### config.mk
export PLATFORM = sky130hd
export DESIGN_NAME = lc3b_mem_arbiter_flat
export DESIGN_NICKNAME = d
export VERILOG_FILES = /design/src/rtl/lc3b_mem_arbiter_pkg.sv /design/src/rtl/lc3b_mem_arbiter_if.sv /design/src/rtl/lc3b_mem_arbiter_watchdog.sv /design/src/rtl/lc3b_mem_arbiter.sv /design/src/flat_wrapper.sv
export SDC_FILE = /design/constraint.sdc
export NUM_CORES = 1
export LEC_CHECK = 0
export BUFFER_PORTS_ARGS = -buffer_cell sky130_fd_sc_hd__buf_2
export CELL_PAD_IN_SITES_DETAIL_PLACEMENT = 0
export CELL_PAD_IN_SITES_GLOBAL_PLACEMENT = 1
export CORE_AREA = 2 2 82 84
export CTS_CLUSTER_SIZE = 28
export DETAILED_ROUTE_END_ITERATION = 10
export DIE_AREA = 0 0 84 86
export PLACE_DENSITY_LB_ADDON = 0.1
export SLEW_MARGIN = 20
export SYNTH_ARGS = -nofsm -noshare
export SYNTH_HDL_FRONTEND = slang
export SYNTH_SLANG_ARGS = --single-unit
### constraint.sdc
create_clock -name clk -period 2.73 [get_ports clk]
set_clock_uncertainty 0.1 [all_clocks]
set_input_delay 0 -clock clk [delete_from_list [all_inputs] [get_ports clk]]
set_output_delay 0 -clock clk [all_outputs]
set_load 0.1 [all_outputs]
### src/rtl/lc3b_mem_arbiter_pkg.sv
// lc3b_types: shared LC-3b word/mask types plus the memory-arbiter port id.
// No ports; imported by the arbiter, its interface and the bench.
package lc3b_types;

    typedef logic [15:0] lc3b_word;
    typedef logic [1:0]  lc3b_mem_wmask;

    // Identifies which requester owns the memory port.
    typedef enum logic {
        arb_i = 1'b0,
        arb_d = 1'b1
    } lc3b_arb_port;

    // Reads always fetch the whole word.
    localparam lc3b_mem_wmask MEM_BE_ALL = 2'b11;

endpackage

### src/rtl/lc3b_mem_arbiter_if.sv
// lc3b_mem_arbiter_if: one memory-style request/response port.
// Signals: read, write, wmask, address, wdata (request side),
//          rdata, resp (response side).
// Modports:
//   master      - issues requests (the arbiter towards memory)
//   slave       - serves full read/write requests (the arbiter's data port)
//   fetch_slave - serves read-only requests (the arbiter's fetch port)
interface lc3b_mem_arbiter_if;
    import lc3b_types::*;

    logic          read;
    logic          write;
    lc3b_mem_wmask wmask;
    lc3b_word      address;
    lc3b_word      wdata;
    lc3b_word      rdata;
    logic          resp;

    modport master (
        output read, write, wmask, address, wdata,
        input  rdata, resp
    );

    modport slave (
        input  read, write, wmask, address, wdata,
        output rdata, resp
    );

    modport fetch_slave (
        input  read, address,
        output rdata, resp
    );

endinterface

### src/rtl/lc3b_mem_arbiter_watchdog.sv
// lc3b_watchdog: saturating cycle counter with a sticky limit flag.
// Ports:
//   clk, rst_n - clock, async active-low reset
//   clear      - zero the counter (start of a new grant)
//   enable     - count this cycle (granted, no response yet)
//   flag       - sticky; sets when an enabled cycle sees count == LIMIT-1
module lc3b_watchdog #(
    parameter int LIMIT = 32'sd256,
    parameter int CNT_W = 32'sd9
) (
    input  logic clk,
    input  logic rst_n,
    input  logic clear,
    input  logic enable,
    output logic flag
);

    localparam logic [CNT_W-1:0] CNT_MAX  = {CNT_W{1'b1}};
    localparam logic [CNT_W-1:0] LIMIT_M1 = CNT_W'(LIMIT - 32'sd1);

    logic [CNT_W-1:0] cnt_r;
    logic             flag_r;

    // Counter and sticky flag; only reset can drop the flag.
    always_ff @(posedge clk or negedge rst_n) begin
        if (!rst_n) begin
            cnt_r  <= {CNT_W{1'b0}};
            flag_r <= 1'b0;
        end else if (clear) begin
            cnt_r  <= {CNT_W{1'b0}};
        end else if (enable) begin
            if (cnt_r == LIMIT_M1) begin
                flag_r <= 1'b1;
            end
            if (cnt_r != CNT_MAX) begin
                cnt_r <= cnt_r + {{(CNT_W-1){1'b0}}, 1'b1};
            end
        end
    end

    assign flag = flag_r;

endmodule

### src/rtl/lc3b_mem_arbiter.sv
// lc3b_mem_arbiter: shares one memory port between instruction fetch and
// the data (load/store/TRAP) side of the CPU. One transaction at a time.
// Ports:
//   clk, rst_n   - clock, async active-low reset
//   i_port       - fetch requester (read only)
//   d_port       - data requester (read or write with byte mask)
//   mem          - towards memory / cache
//   busy         - 1 while a port holds the grant
//   err_timeout  - sticky: memory held a grant TIMEOUT_CYCLES cycles without resp
module lc3b_mem_arbiter
    import lc3b_types::*;
#(
    parameter bit RR_ENABLE      = 1'b1,
    parameter int TIMEOUT_CYCLES = 32'sd256,
    parameter int CNT_W          = 32'sd9
) (
    input  logic                            clk,
    input  logic                            rst_n,
    lc3b_mem_arbiter_if.fetch_slave         i_port,
    lc3b_mem_arbiter_if.slave               d_port,
    lc3b_mem_arbiter_if.master              mem,
    output logic                            busy,
    output logic                            err_timeout
);

    typedef enum logic [1:0] {
        S_IDLE  = 2'b00,
        S_GNT_I = 2'b01,
        S_GNT_D = 2'b10
    } state_e;

    state_e       state_r;
    lc3b_arb_port last_gnt_r;
    lc3b_arb_port pick_s;
    logic         i_req_s;
    logic         d_req_s;
    logic         wd_clear_s;
    logic         wd_enable_s;

    // On a collision round-robin hands the port to whoever did not have it
    // last; fixed priority always favours the data side.
    function automatic lc3b_arb_port pick_port(input logic         i_req,
                                               input logic         d_req,
                                               input lc3b_arb_port last);
        lc3b_arb_port p;
        p = arb_i;
        if (i_req && d_req) begin
            if (RR_ENABLE) begin
                p = (last == arb_i) ? arb_d : arb_i;
            end else begin
                p = arb_d;
            end
        end else if (d_req) begin
            p = arb_d;
        end else begin
            p = arb_i;
        end
        return p;
    endfunction

    assign i_req_s = i_port.read;
    assign d_req_s = d_port.read | d_port.write;
    assign pick_s  = pick_port(i_req_s, d_req_s, last_gnt_r);

    // Grant FSM; a grant ends on mem_resp or when the owner withdraws.
    always_ff @(posedge clk or negedge rst_n) begin
        if (!rst_n) begin
            state_r    <= S_IDLE;
            last_gnt_r <= arb_i;
        end else begin
            case (state_r)
                S_IDLE: begin
                    if (i_req_s || d_req_s) begin
                        state_r    <= (pick_s == arb_d) ? S_GNT_D : S_GNT_I;
                        last_gnt_r <= pick_s;
                    end
                end
                S_GNT_I: begin
                    if (mem.resp || !i_req_s) begin
                        state_r <= S_IDLE;
                    end
                end
                S_GNT_D: begin
                    if (mem.resp || !d_req_s) begin
                        state_r <= S_IDLE;
                    end
                end
                default: begin
                    state_r <= S_IDLE;
                end
            endcase
        end
    end

    // Memory and response steering decoded from the registered state, so a
    // reset drops everything in the same cycle.
    always_comb begin
        mem.read      = 1'b0;
        mem.write     = 1'b0;
        mem.wmask     = MEM_BE_ALL;
        mem.address   = 16'h0000;
        mem.wdata     = 16'h0000;
        i_port.resp   = 1'b0;
        d_port.resp   = 1'b0;
        case (state_r)
            S_GNT_I: begin
                mem.read    = i_port.read;
                mem.address = i_port.address;
                i_port.resp = mem.resp;
            end
            S_GNT_D: begin
                mem.read    = d_port.read;
                mem.write   = d_port.write;
                mem.address = d_port.address;
                mem.wdata   = d_port.wdata;
                mem.wmask   = d_port.write ? d_port.wmask : MEM_BE_ALL;
                d_port.resp = mem.resp;
            end
            default: begin
                // Idle: memory outputs stay quiet and stray resp is dropped.
                mem.read = 1'b0;
            end
        endcase
    end

    assign i_port.rdata = mem.rdata;
    assign d_port.rdata = mem.rdata;
    assign busy         = (state_r != S_IDLE);

    // Counter restarts on the grant edge and runs while the grant waits.
    assign wd_clear_s  = (state_r == S_IDLE) && (i_req_s || d_req_s);
    assign wd_enable_s = busy && !mem.resp;

    lc3b_watchdog #(
        .LIMIT (TIMEOUT_CYCLES),
        .CNT_W (CNT_W)
    ) u_watchdog (
        .clk    (clk),
        .rst_n  (rst_n),
        .clear  (wd_clear_s),
        .enable (wd_enable_s),
        .flag   (err_timeout)
    );

endmodule

### src/flat_wrapper.sv
// flat-port wrapper written by rule: the top's interface ports become plain ports
module lc3b_mem_arbiter_flat import lc3b_types::*;
#(
    parameter bit RR_ENABLE      = 1'b1,
    parameter int TIMEOUT_CYCLES = 32'sd256,
    parameter int CNT_W          = 32'sd9
)
  (clk, rst_n, busy, err_timeout, i_port_read, i_port_address, i_port_rdata, i_port_resp, d_port_read, d_port_write, d_port_wmask, d_port_address, d_port_wdata, d_port_rdata, d_port_resp, mem_read, mem_write, mem_wmask, mem_address, mem_wdata, mem_rdata, mem_resp);
  lc3b_mem_arbiter_if i_port_i ();
  lc3b_mem_arbiter_if d_port_i ();
  lc3b_mem_arbiter_if mem_i ();
  input  logic clk;
  input  logic rst_n;
  output logic busy;
  output logic err_timeout;
  input wire logic [$bits(i_port_i.read)-1:0] i_port_read;
  input wire logic [$bits(i_port_i.address)-1:0] i_port_address;
  output wire logic [$bits(i_port_i.rdata)-1:0] i_port_rdata;
  output wire logic [$bits(i_port_i.resp)-1:0] i_port_resp;
  input wire logic [$bits(d_port_i.read)-1:0] d_port_read;
  input wire logic [$bits(d_port_i.write)-1:0] d_port_write;
  input wire logic [$bits(d_port_i.wmask)-1:0] d_port_wmask;
  input wire logic [$bits(d_port_i.address)-1:0] d_port_address;
  input wire logic [$bits(d_port_i.wdata)-1:0] d_port_wdata;
  output wire logic [$bits(d_port_i.rdata)-1:0] d_port_rdata;
  output wire logic [$bits(d_port_i.resp)-1:0] d_port_resp;
  output wire logic [$bits(mem_i.read)-1:0] mem_read;
  output wire logic [$bits(mem_i.write)-1:0] mem_write;
  output wire logic [$bits(mem_i.wmask)-1:0] mem_wmask;
  output wire logic [$bits(mem_i.address)-1:0] mem_address;
  output wire logic [$bits(mem_i.wdata)-1:0] mem_wdata;
  input wire logic [$bits(mem_i.rdata)-1:0] mem_rdata;
  input wire logic [$bits(mem_i.resp)-1:0] mem_resp;
  assign i_port_i.read = i_port_read;
  assign i_port_i.address = i_port_address;
  assign i_port_rdata = i_port_i.rdata;
  assign i_port_resp = i_port_i.resp;
  assign d_port_i.read = d_port_read;
  assign d_port_i.write = d_port_write;
  assign d_port_i.wmask = d_port_wmask;
  assign d_port_i.address = d_port_address;
  assign d_port_i.wdata = d_port_wdata;
  assign d_port_rdata = d_port_i.rdata;
  assign d_port_resp = d_port_i.resp;
  assign mem_read = mem_i.read;
  assign mem_write = mem_i.write;
  assign mem_wmask = mem_i.wmask;
  assign mem_address = mem_i.address;
  assign mem_wdata = mem_i.wdata;
  assign mem_i.rdata = mem_rdata;
  assign mem_i.resp = mem_resp;
  lc3b_mem_arbiter #(.RR_ENABLE(RR_ENABLE), .TIMEOUT_CYCLES(TIMEOUT_CYCLES), .CNT_W(CNT_W)) u_core (.clk(clk), .rst_n(rst_n), .i_port(i_port_i), .d_port(d_port_i), .mem(mem_i), .busy(busy), .err_timeout(err_timeout));
endmodule
* Word-level counts from Yosys, hierarchy flattened
Cells that the tools add are included. W data, S select, Z words.
Cells by class: eq/ne operators 7, $add $sub $neg 1, bitwise operators 2, multiplexer cells 19, reduce and logical (&&, ||, !) cells 17
Operator list (count):
- $pmux W16 S2 | 1
- $mux W9 | 3
- $mux W16 | 1
- $mux W2 | 6
- $add A9 B1 Y9 const B | 1
- $eq A9 B8 Y1 const B | 1
- $ne A9 B9 Y1 const B | 1
- $mux W1 | 6
- $ne A2 B1 Y1 const B | 3
- $pmux W2 S3 | 1
- $reduce_and A3 Y1 | 2
- $reduce_bool A2 Y1 | 3
- $reduce_and A2 Y1 | 2
- $logic_and A1 B1 Y1 | 3
- $logic_not A1 Y1 | 3
- $logic_or A1 B1 Y1 | 3
- $eq A2 B1 Y1 const B | 1
- $eq A2 B2 Y1 const B | 1
- $logic_not A2 Y1 | 1
- $pmux W1 S2 | 1
- $not A1 Y1 | 1
- $or A1 B1 Y1 | 1
Word-level totals: output and inout port bits 72, register bits after elaboration 13

* Depth between registers and ports, before layout
word-level depth 6, gate-level depth with buffers 8

* By module
A second synthesis with hierarchy kept.
Second synthesis, totals: cells, all modules 175, area total of the unflattened synthesis 1435.1 um2
By module, submodules not included:
- lc3b_mem_arbiter | area each 920.9 um2, sequential area each 75.1 um2, cells an instance 124, times used 1
- lc3b_watchdog | area each 514.2 um2, sequential area each 250.2 um2, cells an instance 51, times used 1

* Least setup slack after synthesis
OpenSTA, ideal clock, no wires.
kind register to output, start point register u_core.state_r[0], end point output port mem_address[11], stages on the path, launching flop included 7, arrival time 2.581 ns, buffers on the path 2, setup slack 0.049 ns, required time 2.630 ns, path through dfrtp_1 inv_1 ha_1 clkbuf_1 clkbuf_1 a22oi_1 nor2b_1
On the way: word-level cells in the longest chain between the ends 2, elaborated cells between the ends (all ways) 3, those cells by class eq/ne (2); mux (1)
RTL lines:
- start: declaration | RTL line lc3b_mem_arbiter.sv:32 | state_e state_r;
- start signal: assignment | RTL line lc3b_mem_arbiter.sv:74 | state_r <= (pick_s == arb_d) ? S_GNT_D : S_GNT_I;
- $eq A2 B2 Y1 or $eq A2 B1 Y1 (tied branches) | RTL line lc3b_mem_arbiter.sv:105 | case (state_r)
- $pmux W16 S2 (*) | RTL line lc3b_mem_arbiter.sv:105
- end: declaration | RTL line flat_wrapper.sv:30 | output wire logic [$bits(mem_i.address)-1:0] mem_address;
Every way passes the cells marked *; elsewhere a longest branch is shown, timed or not.

* Final worst setup path
start point register u_core.u_watchdog.cnt_r[0], end point register u_core.u_watchdog.cnt_r[7]
On the way: word-level cells in the longest chain between the ends 4, elaborated cells between the ends (all ways) 7, those cells by class add/sub (1); eq/ne (1); mux (3); reduce/logical (2)
RTL lines:
- start: declaration | RTL line lc3b_mem_arbiter_watchdog.sv:21 | logic [CNT_W-1:0] cnt_r;
- start signal: assignment | RTL line lc3b_mem_arbiter_watchdog.sv:27 | cnt_r <= {CNT_W{1'b0}};
- start signal: assignment | RTL line lc3b_mem_arbiter_watchdog.sv:30 | cnt_r <= {CNT_W{1'b0}};
- start signal: assignment | RTL line lc3b_mem_arbiter_watchdog.sv:36 | cnt_r <= cnt_r + {{(CNT_W-1){1'b0}}, 1'b1};
- $add A9 B1 Y9 | RTL line lc3b_mem_arbiter_watchdog.sv:36
- $mux W9 | RTL line lc3b_mem_arbiter_watchdog.sv:35 | if (cnt_r != CNT_MAX) begin
- $mux W9 | RTL line lc3b_mem_arbiter_watchdog.sv:31 | end else if (enable) begin
- $mux W9 | RTL line lc3b_mem_arbiter_watchdog.sv:29 | end else if (clear) begin
Several ways; a longest one is shown, not always the timed one. The select of a mux whose other input is x is not followed. A chain may end at the register's enable or synchronous reset.

==> impl_metrics.tcl <==
set metrics [dict create \
    final_max_slew_viol_count 0 \
    min_from "mem_resp" \
    core_area_um2 6277 \
    syn_nets 252 \
    peakVddDrop_mv 0.5433 \
    crit_path_end_kind "flop" \
    layout_commonest_cell "buf_2" \
    worst_hold_path_type "in2reg" \
    max_freq_mhz 445.9 \
    total_power_mw 2.572 \
    p_per_area_nw_per_um2 1232 \
    yosys.area.top_type "dfrtp_1" \
    holdPathStages 3 \
    io_buffers 95 \
    cap_violations 0 \
    critPathRequiredTime_ps 2800 \
    grt.total_usage 0.1143 \
    hpwl_mm 3.294 \
    synth_top_area_share 0.2324 \
    cpPeakStageDelay_ps 480 \
    drc_errors 0 \
    worst-path-max-fanout 13 \
    start_kind "flop" \
    drt_iter0_markers 18 \
    setup_ws_ps 487.2 \
    p_clk_frac 0.068 \
    p_switching_mw 1.807 \
    synth_area_per_cell_um2 8.047 \
    critPathLaunch "u_core.u_watchdog.cnt_r[0]" \
    synthArstFlopShare 1.000 \
    dr.pass1.iters 4 \
    synthCells 174 \
    htree_levels 1 \
    drt-total-wl_mm 4.328 \
    gp_congestion 0.6800 \
    arrival_ps 2310 \
    area_delta_synth_final_pct 49.06 \
    hold_viol 0 \
    hold_buffers 18 \
    rsz0062_at_grt "false" \
    crit_slowest_cell "or4_1" \
    synth_edf_count 0 \
    crit_chain "ha_1, nand3_1, nor2_1, ha_1, or3_4, or4_1, a21oi_1" \
    p_leak_nw 1.042 \
    drive_above_1_share 0.4802 \
    ys.flop_type "dfrtp_1" \
    wire_per_inst_um 13.16 \
    setup_viol 0 \
    overflow 0 \
    crit_type "reg2reg" \
    reg2regPathDepth 7 \
    cts-root-buf "clkbuf_8" \
    grt_pass1_wl_mm 6.782 \
    row_count 29 \
    ys_seq_elements 13 \
    cts_resized 0 \
    period_needed_ps 2243 \
    path_clk_slew_ps 60 \
    io_pins 144 \
    cts_tree "built" \
    p_int_uw 765.2 \
    crit_top_cell "ha_1" \
    slew_headroom 0.6657 \
    yosysWarningCount 0 \
    ys_types 36 \
    final_cell_mix "buf_2, and2_1, a22oi_1, nor2b_1, buf_12" \
    clock_latency_ps 240 \
    whs_ps 41.61 \
    grt_pass1_vias 1326 \
    reg2reg_slack_ps 490 \
    post-route-period-util 0.8215 \
    grt_antenna_before_repair 0 \
    r2r-start "u_core.u_watchdog.cnt_r[0]" \
    cts_made_buffers 3 \
    fin_tns_setup_ps 0 \
    syn_area_um2 1400 \
    nNetsFinal 331 \
    ant_nets 0 \
    worstReg2RegEnd "u_core.u_watchdog.cnt_r[7]" \
    dp_slack_ps 488.0 \
    p_seq_frac 0.097 \
    die_w_um 84 \
    grt_start_max_net_pins 18 \
    viasPerCell 4.471 \
    hold_end "u_core.u_watchdog.flag" \
    diodes 0 \
    tightest_slew_ps 504.9 \
    synthTopCellsByArea "dfrtp_1, buf_4, a22oi_1, and2_1, nor2b_1" \
    num_vias 1471 \
    sw_frac_of_total 0.7024 \
    dieArea_um2 7224 \
    status "finished, final reports clean" \
    pwr-share-comb 0.834 \
    start_util 0.2230 \
    yosysSeqAreaShare 0.2324 \
    cts.sinks 13 \
    cts_buffer_depth 2 \
    die_height_um 86 \
    cts_setup_buffers 0 \
]
through the flow:
step | util | cell area, um2 | std cells
finish | 0.3325 | 2087 | 329
global route | 0.3325 | 2087 | 329
CTS | 0.3325 | 2087 | 329
detailed placement | 0.2711 | 1702 | 307
global placement | 0.2711 | 1702 | 307
floorplan | - | 1400 | 174
power groups by stage:
stage / combinational, mW / sequential (mW) / clock (mW)
finish: 2.15 / 0.250 / 0.176
global route: 2.25 / 0.256 / 0.198
CTS: 2.17 / 0.250 / 0.184
detailed placement: 1.92 / 0.254 / 0
global placement: 1.94 / 0.253 / 0
floorplan: 1.86 / 0.247 / 0
critical path: cells and delay by family (launching register included):
kind / cells / cell delay [ps]
simple gates: 4 / 1070
flops: 1 / 400
compound gates: 1 / 150
fa+ha+maj: 2 / 440
synth_stat cells, types with 2 or more instances:
master,instances
inv_1,5
o21ai_0,4
or4_1,3
or3_1,3
and2_1,19
nor2b_1,17
nand3_1,5
ha_1,6
clkbuf_1,7
o31ai_1,3
a22oi_1,17
nand2b_1,3
nand2_1,4
nor2_1,5
buf_6,2
dfrtp_1,13
buf_4,32
a21oi_1,8
final cells by class:
| type | instances | area [um2] |
|---|---|---|
| clock buffers | 4 | 45.04 |
| fillers | 663 | 4190 |
| inverters | 5 | 18.77 |
| multi-input cells | 114 | 763.2 |
| flip-flops and latches | 13 | 325.3 |
| well taps | 77 | 96.34 |
| repair buffers | 116 | 838.3 |
metal layers:
layer / global-route usage / up-vias / routed length [um]
li1: - / 726 / -
met1: 0.1297 / 655 / 1660
met2: 0.2102 / 80 / 2251
met3: 0.01925 / 10 / 315
met4: 0.05132 / 0 / 99
met5: 0 / - / 0
kinds of logic after synthesis:
kind of cell | share of synthesized area
flops | 0.2323
compound gates | 0.2073
fa+ha+maj | 0.05362
xor+xnor | 0.006257
buf+inv | 0.2225
simple gates | 0.2779
flip-flops by register name (all words and copies together), names as in the netlist:
register                 cells
u_core.last_gnt_r            1
u_core.state_r               2
u_core.u_watchdog.cnt_r      9
u_core.u_watchdog.flag       1
worst max path at each step:
stage                                            end  slack [ps]  depth (start not counted)
after floorplan                      mem_address[11]          50                          6
after global placement    u_core.u_watchdog.cnt_r[7]         530                          7
after detailed placement  u_core.u_watchdog.cnt_r[7]         490                          7
after CTS                 u_core.u_watchdog.cnt_r[7]         470                          7
after global routing      u_core.u_watchdog.cnt_r[5]         340                          7
final                     u_core.u_watchdog.cnt_r[7]         490                          7
Note: power is estimated with default switching activity, not from simulation.
